$ cat config.mk
export PLATFORM = sky130hd
export DESIGN_NAME = car2_sprite_fetch
export DESIGN_NICKNAME = d
export VERILOG_FILES = /design/src/rtl/car2_sprite_pkg.sv /design/src/rtl/car2_blink_fsm.sv /design/src/rtl/car2_sprite_fetch.sv
export SDC_FILE = /design/constraint.sdc
export NUM_CORES = 1
export LEC_CHECK = 0
export CORE_MARGIN = 5
export CORE_UTILIZATION = 57
export DETAILED_ROUTE_END_ITERATION = 10
export PLACE_DENSITY = 0.86
export SETUP_SLACK_MARGIN = 0.02
export SKIP_CTS_REPAIR_TIMING = 1
export SLEW_MARGIN = 40
export SYNTH_ARGS = -nofsm -noshare
export SYNTH_HDL_FRONTEND = slang
export SYNTH_SLANG_ARGS = --single-unit
$ cat constraint.sdc
create_clock -name Clk -period 7.6 [get_ports Clk]
set_input_delay 1.52 -clock Clk [delete_from_list [all_inputs] [get_ports Clk]]
set_output_delay 1.52 -clock Clk [all_outputs]
set_load 0.03 [all_outputs]
$ cat src/rtl/car2_sprite_pkg.sv
// Shared constants, blink state encoding and lives-to-frame mapping for the car-2 sprite.
// Optional horizontal mirroring is enabled in the top with CAR2_MIRROR_EN.
package car2_sprite_pkg;

    localparam int unsigned SPR_W        = 64;
    localparam int unsigned SPR_H        = 130;
    localparam int unsigned FRAME_WORDS  = 8320;
    localparam int unsigned MAX_LIVES    = 5;
    localparam int unsigned BLINK_FRAMES = 60;
    localparam int unsigned BLINK_HALF   = 4;

    typedef enum logic [1:0] {
        SHOW,
        BLINK_ON,
        BLINK_OFF
    } blink_state_t;

    // Full health shows frame 0; each lost life steps one frame further into the ROM.
    function automatic logic [15:0] frame_base(input logic [2:0] lives);
        logic [15:0] base;
        case (lives)
            3'd5:    base = 16'd0;
            3'd4:    base = 16'd8320;
            3'd3:    base = 16'd16640;
            3'd2:    base = 16'd24960;
            3'd1:    base = 16'd33280;
            default: base = 16'd0;
        endcase
        return base;
    endfunction

endpackage

$ cat src/rtl/car2_blink_fsm.sv
// Post-collision blink controller: toggles visibility every BLINK_HALF frames
// for BLINK_FRAMES frames after a hit, restarting on any further hit.
module car2_blink_fsm
    import car2_sprite_pkg::*;
(
    input  logic Clk,
    input  logic Reset,
    input  logic frame_edge,
    input  logic hit,
    output logic visible,
    output logic blinking
);

    localparam logic [5:0] BLINK_CNT = 6'(BLINK_FRAMES);
    localparam logic [2:0] HALF_CNT  = 3'(BLINK_HALF);

    blink_state_t state_q, state_d;
    logic [5:0] blink_q, blink_d;
    logic [2:0] phase_q, phase_d;

    always_ff @(posedge Clk) begin
        if (Reset) begin
            state_q <= SHOW;
            blink_q <= '0;
            phase_q <= '0;
        end else begin
            state_q <= state_d;
            blink_q <= blink_d;
            phase_q <= phase_d;
        end
    end

    always_comb begin
        state_d = state_q;
        blink_d = blink_q;
        phase_d = phase_q;
        unique case (state_q)
            SHOW: begin
                if (hit) begin
                    state_d = BLINK_OFF;
                    blink_d = BLINK_CNT;
                    phase_d = HALF_CNT;
                end
            end
            BLINK_ON, BLINK_OFF: begin
                // A hit on a frame edge restarts and skips that edge's decrement.
                if (hit) begin
                    blink_d = BLINK_CNT;
                end else if (frame_edge) begin
                    blink_d = blink_q - 6'd1;
                    phase_d = phase_q - 3'd1;
                    if (blink_q == 6'd1) begin
                        state_d = SHOW;
                    end else if (phase_q == 3'd1) begin
                        state_d = (state_q == BLINK_ON) ? BLINK_OFF : BLINK_ON;
                        phase_d = HALF_CNT;
                    end
                end
            end
            default: state_d = SHOW;
        endcase
    end

    assign visible  = (state_q != BLINK_OFF);
    assign blinking = (state_q != SHOW);

endmodule

$ cat src/rtl/car2_sprite_fetch.sv
// Car-2 sprite ROM address generator with frame-latched position and damage frame.
// Define CAR2_MIRROR_EN to add the mirror input for horizontal flipping.
module car2_sprite_fetch
    import car2_sprite_pkg::*;
(
    input  logic        Clk,
    input  logic        Reset,
    input  logic        frame_clk,
    input  logic [9:0]  DrawX,
    input  logic [9:0]  DrawY,
    input  logic [9:0]  car_x,
    input  logic [9:0]  car_y,
    input  logic [2:0]  lives,
    input  logic        hit,
`ifdef CAR2_MIRROR_EN
    input  logic        mirror,
`endif
    output logic [15:0] read_address,
    output logic        sprite_on,
    output logic        blinking
);

    logic       frame_q;
    logic       frame_edge;
    logic [9:0] x_l;
    logic [9:0] y_l;
    logic [2:0] lives_l;
    logic       visible;
    logic       live;
    logic       in_box;
    logic [5:0] col;
    logic [5:0] col_eff;
    logic [7:0] row;
    logic [15:0] addr;
    logic       in_box_d1;
    logic       vis_d1;

    assign frame_edge = frame_clk & ~frame_q;

`ifdef CAR2_MIRROR_EN
    logic mirror_l;
`endif

    // Position and lives only change at frame start so a frame never tears.
    always_ff @(posedge Clk) begin
        if (Reset) begin
            frame_q <= 1'b0;
            x_l     <= '0;
            y_l     <= '0;
            lives_l <= '0;
`ifdef CAR2_MIRROR_EN
            mirror_l <= 1'b0;
`endif
        end else begin
            frame_q <= frame_clk;
            if (frame_edge) begin
                x_l     <= car_x;
                y_l     <= car_y;
                lives_l <= (lives > 3'(MAX_LIVES)) ? 3'(MAX_LIVES) : lives;
`ifdef CAR2_MIRROR_EN
                mirror_l <= mirror;
`endif
            end
        end
    end

    car2_blink_fsm u_blink (
        .Clk        (Clk),
        .Reset      (Reset),
        .frame_edge (frame_edge),
        .hit        (hit),
        .visible    (visible),
        .blinking   (blinking)
    );

    // 11-bit compares keep the box edge from wrapping near the screen limits.
    assign in_box = ({1'b0, DrawX} >= {1'b0, x_l})
                 && ({1'b0, DrawX} <  ({1'b0, x_l} + 11'(SPR_W)))
                 && ({1'b0, DrawY} >= {1'b0, y_l})
                 && ({1'b0, DrawY} <  ({1'b0, y_l} + 11'(SPR_H)));

    assign live = (lives_l != 3'd0);
    assign col  = DrawX[5:0] - x_l[5:0];
    assign row  = DrawY[7:0] - y_l[7:0];

`ifdef CAR2_MIRROR_EN
    assign col_eff = mirror_l ? (6'(SPR_W - 1) - col) : col;
`else
    assign col_eff = col;
`endif

    // SPR_W is 64, so row*SPR_W+col is a plain bit concatenation.
    assign addr = frame_base(lives_l) + {2'b00, row, col_eff};

    always_ff @(posedge Clk) begin
        if (Reset) begin
            read_address <= '0;
            in_box_d1    <= 1'b0;
            vis_d1       <= 1'b0;
            sprite_on    <= 1'b0;
        end else begin
            read_address <= (in_box && live) ? addr : 16'd0;
            in_box_d1    <= in_box && live;
            vis_d1       <= visible;
            sprite_on    <= in_box_d1 && vis_d1 && live;
        end
    end

endmodule

; ---- After elaboration in Yosys (flattened, before gate mapping)
; Index checks and enable logic that the tools add are counted.
[totals]
register_bits = 54
latch_bits = 0
ramBits = 0
mem_bits_ro = 0
in_bits = 47
out_inout_bits = 18
wordCells = 74
n_memories = 0
[op_classes]
n_addsub = 7
multipliers = 0
div_mod_pow = 0
order_cmp = 5
n_eq_ne = 14
shift = 0
mux = 19
bitwise_logic = 3
reduce_logical = 15
[ops]
columns = op, count
row1 = $pmux W16 S4, 1
row2 = $lt A10 B11 Y1, 2
row3 = $ge A10 B10 Y1, 2
row4 = $mux W3, 6
row5 = $mux W6, 3
row6 = $add A16 B14 Y16, 1
row7 = $mux W2, 6
row8 = $pmux W6 S2, 1
row9 = $add A10 B7 Y11 const B, 1
row10 = $add A10 B8 Y11 const B, 1
row11 = $ne A2 B2 Y1 const B, 4
row12 = $reduce_and A4 Y1, 2
row13 = $sub A8 B8 Y8, 1
row14 = $eq A3 B1 Y1 const B, 2
row15 = $eq A3 B2 Y1 const B, 2
row16 = $eq A6 B1 Y1 const B, 1
row17 = $logic_and A1 B1 Y1, 6
row18 = $pmux W3 S2, 1
row19 = $sub A6 B1 Y6 const B, 1
row20 = $sub A6 B6 Y6, 1
row21 = $pmux W2 S2, 1
row22 = $reduce_bool A2 Y1, 2
row23 = $reduce_or A2 Y1, 2
row24 = $eq A3 B3 Y1 const B, 1
row25 = 11 further kinds, 12

; ---- Depth between registers and ports, before layout
; Gate-level depths: netlist of the first run.
[logic_depth]
ltp_word = 8
ltp_mapped = 13
ltp_nobuf = 13

; ---- Cells and area by module
; A second synthesis of the first run with hierarchy kept.
[unflattened]
hier_cells = 421
area_unflattened_um2 = 3590.9
[modules_own_cells]
columns = mod, n_inst, cells_per_inst, area_each_um2, seq_area_each_um2
row1 = car2_sprite_fetch, 1, 334, 2859.0, 860.8
row2 = car2_blink_fsm, 1, 87, 732.0, 220.2

; ---- Worst setup path before layout of the first run
; Ideal clock, no wire load.
[synth_timing]
path_type = input port to flip-flop
from = in DrawY[0]
to = reg read_address[13]
setup_time_ns = 0.071
arrival_ns = 3.642
required_time_ns = 7.529
path_slack_ns = 3.887
stages = 13
path_buffers = 0
cell_sequence = inv_1 -> ha_1 -> fa_1 -> inv_1 -> ha_1 -> inv_1 -> fa_1 -> inv_1 -> a21oi_1 -> nor2_1 -> nand3_1 -> or3_1 -> a21oi_1
[synth_between]
elab_chain_len = 6
elab_cells_between_ends = 9
cone_classes = add/sub (2) / order compare (2) / bitwise (1) / reduce/logical (4)
[synth_lines]
columns = element, line_no
row1 = "start, declared", car2_sprite_fetch.sv:10  ; input logic [9:0] DrawY,
row2 = "parallel branches: the longest is 6 deep, another holds $add A16 B14 Y16", n/a
row3 = "end signal, assigned", car2_sprite_fetch.sv:102  ; read_address <= (in_box && live) ? addr : 16'd0;
row4 = "end, declared", car2_sprite_fetch.sv:18  ; output logic [15:0] read_address,
; Several ways; the timed one is not identified.
; A chain may end at the register's enable or synchronous reset.

; ---- Worst setup path after layout of the first run
; Same ends and word-level chain as after synthesis.

==> flow_summary.json, run 1 <==
{
  "share_seq_of_total_power": 0.420,
  "die_width_um": 89.0,
  "die-area_um2": 7920,
  "cts_tree": "built",
  "status": "finished clean",
  "design.final.nets": 589,
  "p_leak_nw": 1.74,
  "syn2layout_area_growth_pct": 22.1,
  "tightestPinTransition_ns": 0.610,
  "synth_sequential_area_ratio": 0.304,
  "port-buffer-count": 64,
  "core_region_area_um2": 5990,
  "register_bit_count_reported_by_yosys": 54,
  "post_synth_xor_area_fraction": 0.0517,
  "p_int_uw": 513,
  "synthFlopType": "dfxtp_1",
  "firstDrtPassIters": 4,
  "placementRows": 28,
  "ant_nets": 0,
  "edff_count_synth": 0,
  "required_time_at_the_endpoint_of_the_critical_path_ns": 7.83,
  "timing.critical_path.arrival_ns": 4.25,
  "final.min_clock_period_ns": 4.03,
  "fin_worst_hold_slack_ns": 0.441,
  "clk-insertion-delay-late_ns": 0.30,
  "detailroute.via_count": 3140,
  "grt_max_degree": 39,
  "post_synth_fa_ha_maj_area_fraction": 0.182,
  "floorplan.initialDensity": 0.594,
  "slew_violations": 0,
  "dpl.cell_count": 560,
  "syn-instance-count": 430,
  "fin_worst_skew_ns": 0.00948,
  "synth-compound-area-share": 0.187,
  "antenna_found_initial": 0,
  "first_global_vias": 3027,
  "finalCoreUtilization": 0.725,
  "timing.max_slew.rel_slack": 0.592,
  "largest_family_of_logic_cells_by_synthesized_area": "simple AND/OR/NAND/NOR gates",
  "power_frac_clock": 0.195,
  "synth_warnings": 0,
  "power.total_uw": 801,
  "worstSetupEndpointType": "flop",
  "crit_path_end": "read_address[13]",
  "syn_area_per_cell_um2": 8.28,
  "drc": 0,
  "clk_root_buffer_cell": "clkbuf_8",
  "fin_cells": 567,
  "syn_area_um2": 3560,
  "wire_per_inst_um": 13.8,
  "worstPathMaxFanout": 3,
  "ios": 65,
  "finalSetupViolations": 0,
  "most_common_library_cells_after_synthesis": "dfxtp_1 (54), nand2_1 (50), ha_1 (47)",
  "synth.top_cells.by_area": "dfxtp_1 (30%), ha_1 (17%), a21oi_1 (6.3%), nand2_1 (5.3%), inv_1 (4.5%)",
  "synth_fp_nets": 527,
  "timing_worst_setup_path_type": "in2reg",
  "r2r_setup_slack_ns": 4.62,
  "reg2reg_depth": 11,
  "detail_route.wirelength_um": 7810,
  "gp_routability_congestion": 0.946,
  "netlist.area_leader.share": 0.304,
  "clock_tree.buffer_depth": 2,
  "grt_setup_unrepaired": "no",
  "power.density_nw_per_um2": 184,
  "die-height_um": 89.0,
  "final.period_utilization": 0.530,
  "critical_path.reg2reg.endpoint": "read_address[13]",
  "drive_above_1_share": 0.0488,
  "cts.htree.levels": 2,
  "cts.sinks": 54,
  "cap_viol_max_count": 0,
  "synthDominantAreaCellType": "dfxtp_1",
  "grt.overflow.total": 0,
  "worstHoldPathType": "reg2reg",
  "route.detailed.vias_per_inst": 5.54,
  "cts.clk_slew.worst_paths_ns": 0.10,
  "muxShareOfSynthArea": 0.00844,
  "launch_point_of_the_worst_reg_to_reg_path": "y_l[1]",
  "dp_hpwl_um": 6390,
  "drt-initial-drc-count": 92,
  "power.ir.vdd_worst_mv": 0.181,
  "synthMostInstantiatedCell": "dfxtp_1",
  "critPathLaunchType": "input port",
  "timing.fmax_mhz": 248,
  "grtUsageTotal": 0.204,
  "swShare": 0.359,
  "comb_power_share": 0.385,
  "synth.lib_cells_used.distinct": 54,
  "grt_pass1_wl_um": 13000,
  "insertedDiodeCount": 0,
  "cts-buffers-inserted": 5,
  "async_reset_ff_frac": 0,
  "netSwitchingPower_uw": 287,
  "cp-startpoint": "DrawY[0]",
  "finalSetupTns_ns": 0,
  "post_synth_and_or_nand_nor_area_fraction": 0.208,
  "final_number_of_hold_violating_endpoints": 0
}
area by class of cell:
class | instances | area (um2)
sequential | 54 | 1080
clock buffer | 5 | 68.8
tap | 75 | 93.8
clock inverter | 2 | 13.8
fill | 466 | 1650
inverter | 43 | 161
timing repair buffer | 66 | 656
multi-input combinational | 322 | 2270
cells in the final DEF (no fill, tap or decap), types with 3 or more instances in the layout:
cell type / instances
inv_1: 43
o21ai_0: 14
clkbuf_8: 5
nor2_2: 4
fa_1: 3
xnor2_1: 16
mux2i_1: 3
nor2b_1: 8
a21oi_1: 45
nand2_1: 50
nand3_1: 9
a211oi_1: 6
nor2_1: 31
a21o_1: 8
xor2_1: 5
ha_1: 47
nor4_1: 3
o21a_1: 6
dfxtp_1: 54
or3_1: 5
nor3_1: 8
clkdlybuf4s50_1: 64
nand2b_1: 7
nand4_1: 9
kinds of logic after synthesis:
| kind of cell | after synthesis |
|---|---|
| compound gates | 100 |
| buf+inv | 54 |
| mux | 3 |
| fa+ha+maj | 50 |
| simple gates | 148 |
| xor+xnor | 21 |
| flops | 54 |
per-stage QoR:
step                area, um2  worst slack (ns)
floorplan                3560              3.89
global placement         4260              3.33
detailed placement       4260              3.26
CTS                      4340              3.58
global route             4340              3.37
finish                   4340              3.57
sequential cells by signal (all words and copies together) (netlist names):
| register | count |
|---|---|
| frame_q | 1 |
| in_box_d1 | 1 |
| lives_l | 3 |
| read_address | 16 |
| sprite_on | 1 |
| u_blink.blink_q | 6 |
| u_blink.phase_q | 3 |
| u_blink.state_q | 2 |
| vis_d1 | 1 |
| x_l | 10 |
| y_l | 10 |
power groups by stage:
stage,registers (mW),logic [mW],clock network [mW]
CTS,0.335,0.308,0.160
global placement,0.340,0.296,0
floorplan,0.338,0.224,0
detailed placement,0.342,0.305,0
global route,0.340,0.345,0.170
finish,0.336,0.309,0.156
worst min path at each step:
stage / start / endpoint / slack [ns] / depth (start not counted)
finish: vis_d1 / sprite_on / 0.44 / 2
global route: vis_d1 / sprite_on / 0.49 / 2
CTS: vis_d1 / sprite_on / 0.44 / 2
detailed placement: in_box_d1 / sprite_on / 0.43 / 2
floorplan: vis_d1 / sprite_on / 0.40 / 2
global placement: in_box_d1 / sprite_on / 0.41 / 2
worst max-delay path, stage by stage:
cell and delay [ns]:
clkdlybuf4s50_1 0.45, inv_1 0.04, ha_1 0.23, fa_1 0.43, inv_1 0.06, ha_1 0.16
inv_1 0.06, fa_1 0.45, inv_1 0.07, a21oi_1 0.05, nor2_1 0.14, nand3_1 0.12
or3_1 0.32, a21oi_1 0.14
layer usage:
| layer | track usage | routed length (um) | vias to the layer above |
|---|---|---|---|
| met1 | 0.251 | 3440 | 1441 |
| met3 | 0.0304 | 382 | 8 |
| met5 | 0 | 0 | - |
| met4 | 0.0541 | 103 | 0 |
| met2 | 0.372 | 3880 | 83 |
| li1 | - | - | 1608 |
Power figures use the tool's default switching activity.
==> inputs of run 2 (changes only) <==
--- a/config.mk
+++ b/config.mk
@@ -6,9 +6,9 @@
 export NUM_CORES = 1
 export LEC_CHECK = 0
 export CORE_MARGIN = 5
-export CORE_UTILIZATION = 57
+export CORE_UTILIZATION = 53
 export DETAILED_ROUTE_END_ITERATION = 10
-export PLACE_DENSITY = 0.86
+export PLACE_DENSITY = 0.81
 export SETUP_SLACK_MARGIN = 0.02
 export SKIP_CTS_REPAIR_TIMING = 1
 export SLEW_MARGIN = 40
==> constraint.sdc (replaced) <==
create_clock -name Clk -period 3.9 [get_ports Clk]
set_input_delay 0.78 -clock Clk [delete_from_list [all_inputs] [get_ports Clk]]
set_output_delay 0.78 -clock Clk [all_outputs]
set_load 0.03 [all_outputs]
==> run 2 against run 1 <==
Effect of this change:
- register-to-register slack lost 3.8 ns
- routed wire length grew 5.9%
- flip-flop and latch count is the same
- count of clock-buffer cells in the layout is the same
- clock skew grew 0.0080 ns
- clock power grew 150%
- die area grew 6.7%
- sequential power grew 94%
- critical endpoint unchanged
- largest cell class unchanged
- highest routed layer unchanged
==> flow_summary.json, run 2 (synthesis gave the netlist of run 1 again) <==
{
  "status": "finished clean",
  "grt_pass1_wl_um": 13900,
  "wire_per_inst_um": 14.5,
  "final.min_clock_period_ns": 3.32,
  "layout.filler_cells": 539,
  "ios": 65,
  "clk-insertion-delay-late_ns": 0.31,
  "worstHoldPathType": "reg2reg",
  "die-area_um2": 8450,
  "route.detailed.vias_per_inst": 5.61,
  "gp_routability_congestion": 0.933,
  "register_area_um2": 1080,
  "critPathLaunchType": "input port",
  "timing.fmax_mhz": 301,
  "placementRows": 29,
  "insertedDiodeCount": 0,
  "first_global_vias": 3176,
  "dp_hpwl_um": 6660,
  "timing_worst_setup_path_type": "in2reg",
  "drc": 0,
  "fin_worst_hold_slack_ns": 0.455,
  "r2r_setup_slack_ns": 0.85,
  "tightestPinTransition_ns": 0.543,
  "finalSetupViolations": 0,
  "worst_setup_slack_after_placement_ns": 0.266,
  "reg2reg_depth": 11,
  "slew_violations": 0,
  "die-height_um": 91.9,
  "drive_above_1_share": 0.0506,
  "grt_max_degree": 38,
  "port-buffer-count": 64,
  "p_leak_nw": 1.76,
  "dpl.cell_count": 563,
  "worstPathMaxFanout": 5,
  "grt_setup_unrepaired": "no",
  "area_of_all_placed_cells_without_fillers_um2": 4390,
  "power.density_nw_per_um2": 376,
  "required_time_at_the_endpoint_of_the_critical_path_ns": 4.13,
  "timing.critical_path.arrival_ns": 3.55,
  "drt-initial-drc-count": 146,
  "fin_cells": 571,
  "top_regs": "read_address (16), x_l (10), y_l (10)",
  "layout_commonest_cell": "clkdlybuf4s50_1",
  "cts.sinks": 54,
  "place_area_um2": 4270,
  "cts.htree.levels": 2,
  "multiInputGateArea_um2": 2270,
  "clock_tree.buffer_depth": 2,
  "fin_worst_skew_ns": 0.0175,
  "antenna_found_initial": 0,
  "register_bank_with_the_most_flops": "read_address",
  "final_number_of_hold_violating_endpoints": 0,
  "firstDrtPassIters": 5,
  "power.ir.vdd_worst_mv": 0.341,
  "cap_viol_max_count": 0,
  "cts-buffers-inserted": 5,
  "cts.clk_slew.worst_paths_ns": 0.11,
  "max_ffs_per_register": 16,
  "detailroute.via_count": 3204,
  "mostFrequentLayoutCells": "clkdlybuf4s50_1 (64), dfxtp_1 (54), nand2_1 (50)",
  "core_region_area_um2": 6460,
  "syn2layout_area_growth_pct": 23.2,
  "cts_tree": "built",
  "final.period_utilization": 0.852,
  "die_width_um": 91.9,
  "clk_root_buffer_cell": "clkbuf_8",
  "grtUsageTotal": 0.200,
  "grt.overflow.total": 0,
  "timing.final.ws_setup_ns": 0.579,
  "worstSetupEndpointType": "flop",
  "ant_nets": 0,
  "design.final.nets": 590,
  "detail_route.wirelength_um": 8270,
  "timing.max_slew.rel_slack": 0.635,
  "holdPathStages": 2,
  "floorplan.initialDensity": 0.551,
  "finalSetupTns_ns": 0
}
run 2: cell count changes in the layout (fill, tap and decap cells not counted), sizes merged:
cell    change
buf         +1
bufinv      +1
run 2: worst paths after layout:
| check | startpoint | to |
|---|---|---|
| min reg2reg | vis_d1 | sprite_on |
| max | DrawY[1] | read_address[13] |
| max reg2reg | y_l[1] | read_address[13] |
| min | vis_d1 | sprite_on |
run 2: per-stage QoR:
step | utilization | power [mW]
5_1_grt | 0.679 | 1.76
3_3_place_gp | 0.661 | 1.24
6_report | 0.679 | 1.65
3_5_place_dp | 0.661 | 1.27
2_1_floorplan | - | 1.10
4_1_cts | 0.679 | 1.66
run 2: layer usage:
layer,global-route usage,vias up,routed length (um)
met5,0,-,0
met4,0.0854,0,291
met3,0.0319,29,362
met2,0.369,91,4140
met1,0.228,1467,3470
li1,-,1617,-
run 2: critical path: stages:
cell	delay (ns)
clkdlybuf4s50_1	0.46
ha_1	0.35
nor2b_1	0.16
o31a_1	0.30
o31ai_4	0.26
nand2b_1	0.08
a21oi_1	0.18
xnor2_1	0.14
ha_1	0.29
or3_1	0.40
a21oi_1	0.14
run 2: cell type report:
type,count,share of cell area
clock buffer,5,0.0157
clock inverter,3,0.0108
inverter,43,0.0368
multi-input combinational,322,0.517
sequential,54,0.247
tap,77,0.0220
timing repair buffer,67,0.151
run 2: power by group:
group / internal, mW / switching (mW) / total (mW)
clock network: 0.195 / 0.194 / 0.389
registers: 0.606 / 0.0467 / 0.653
logic: 0.272 / 0.337 / 0.609
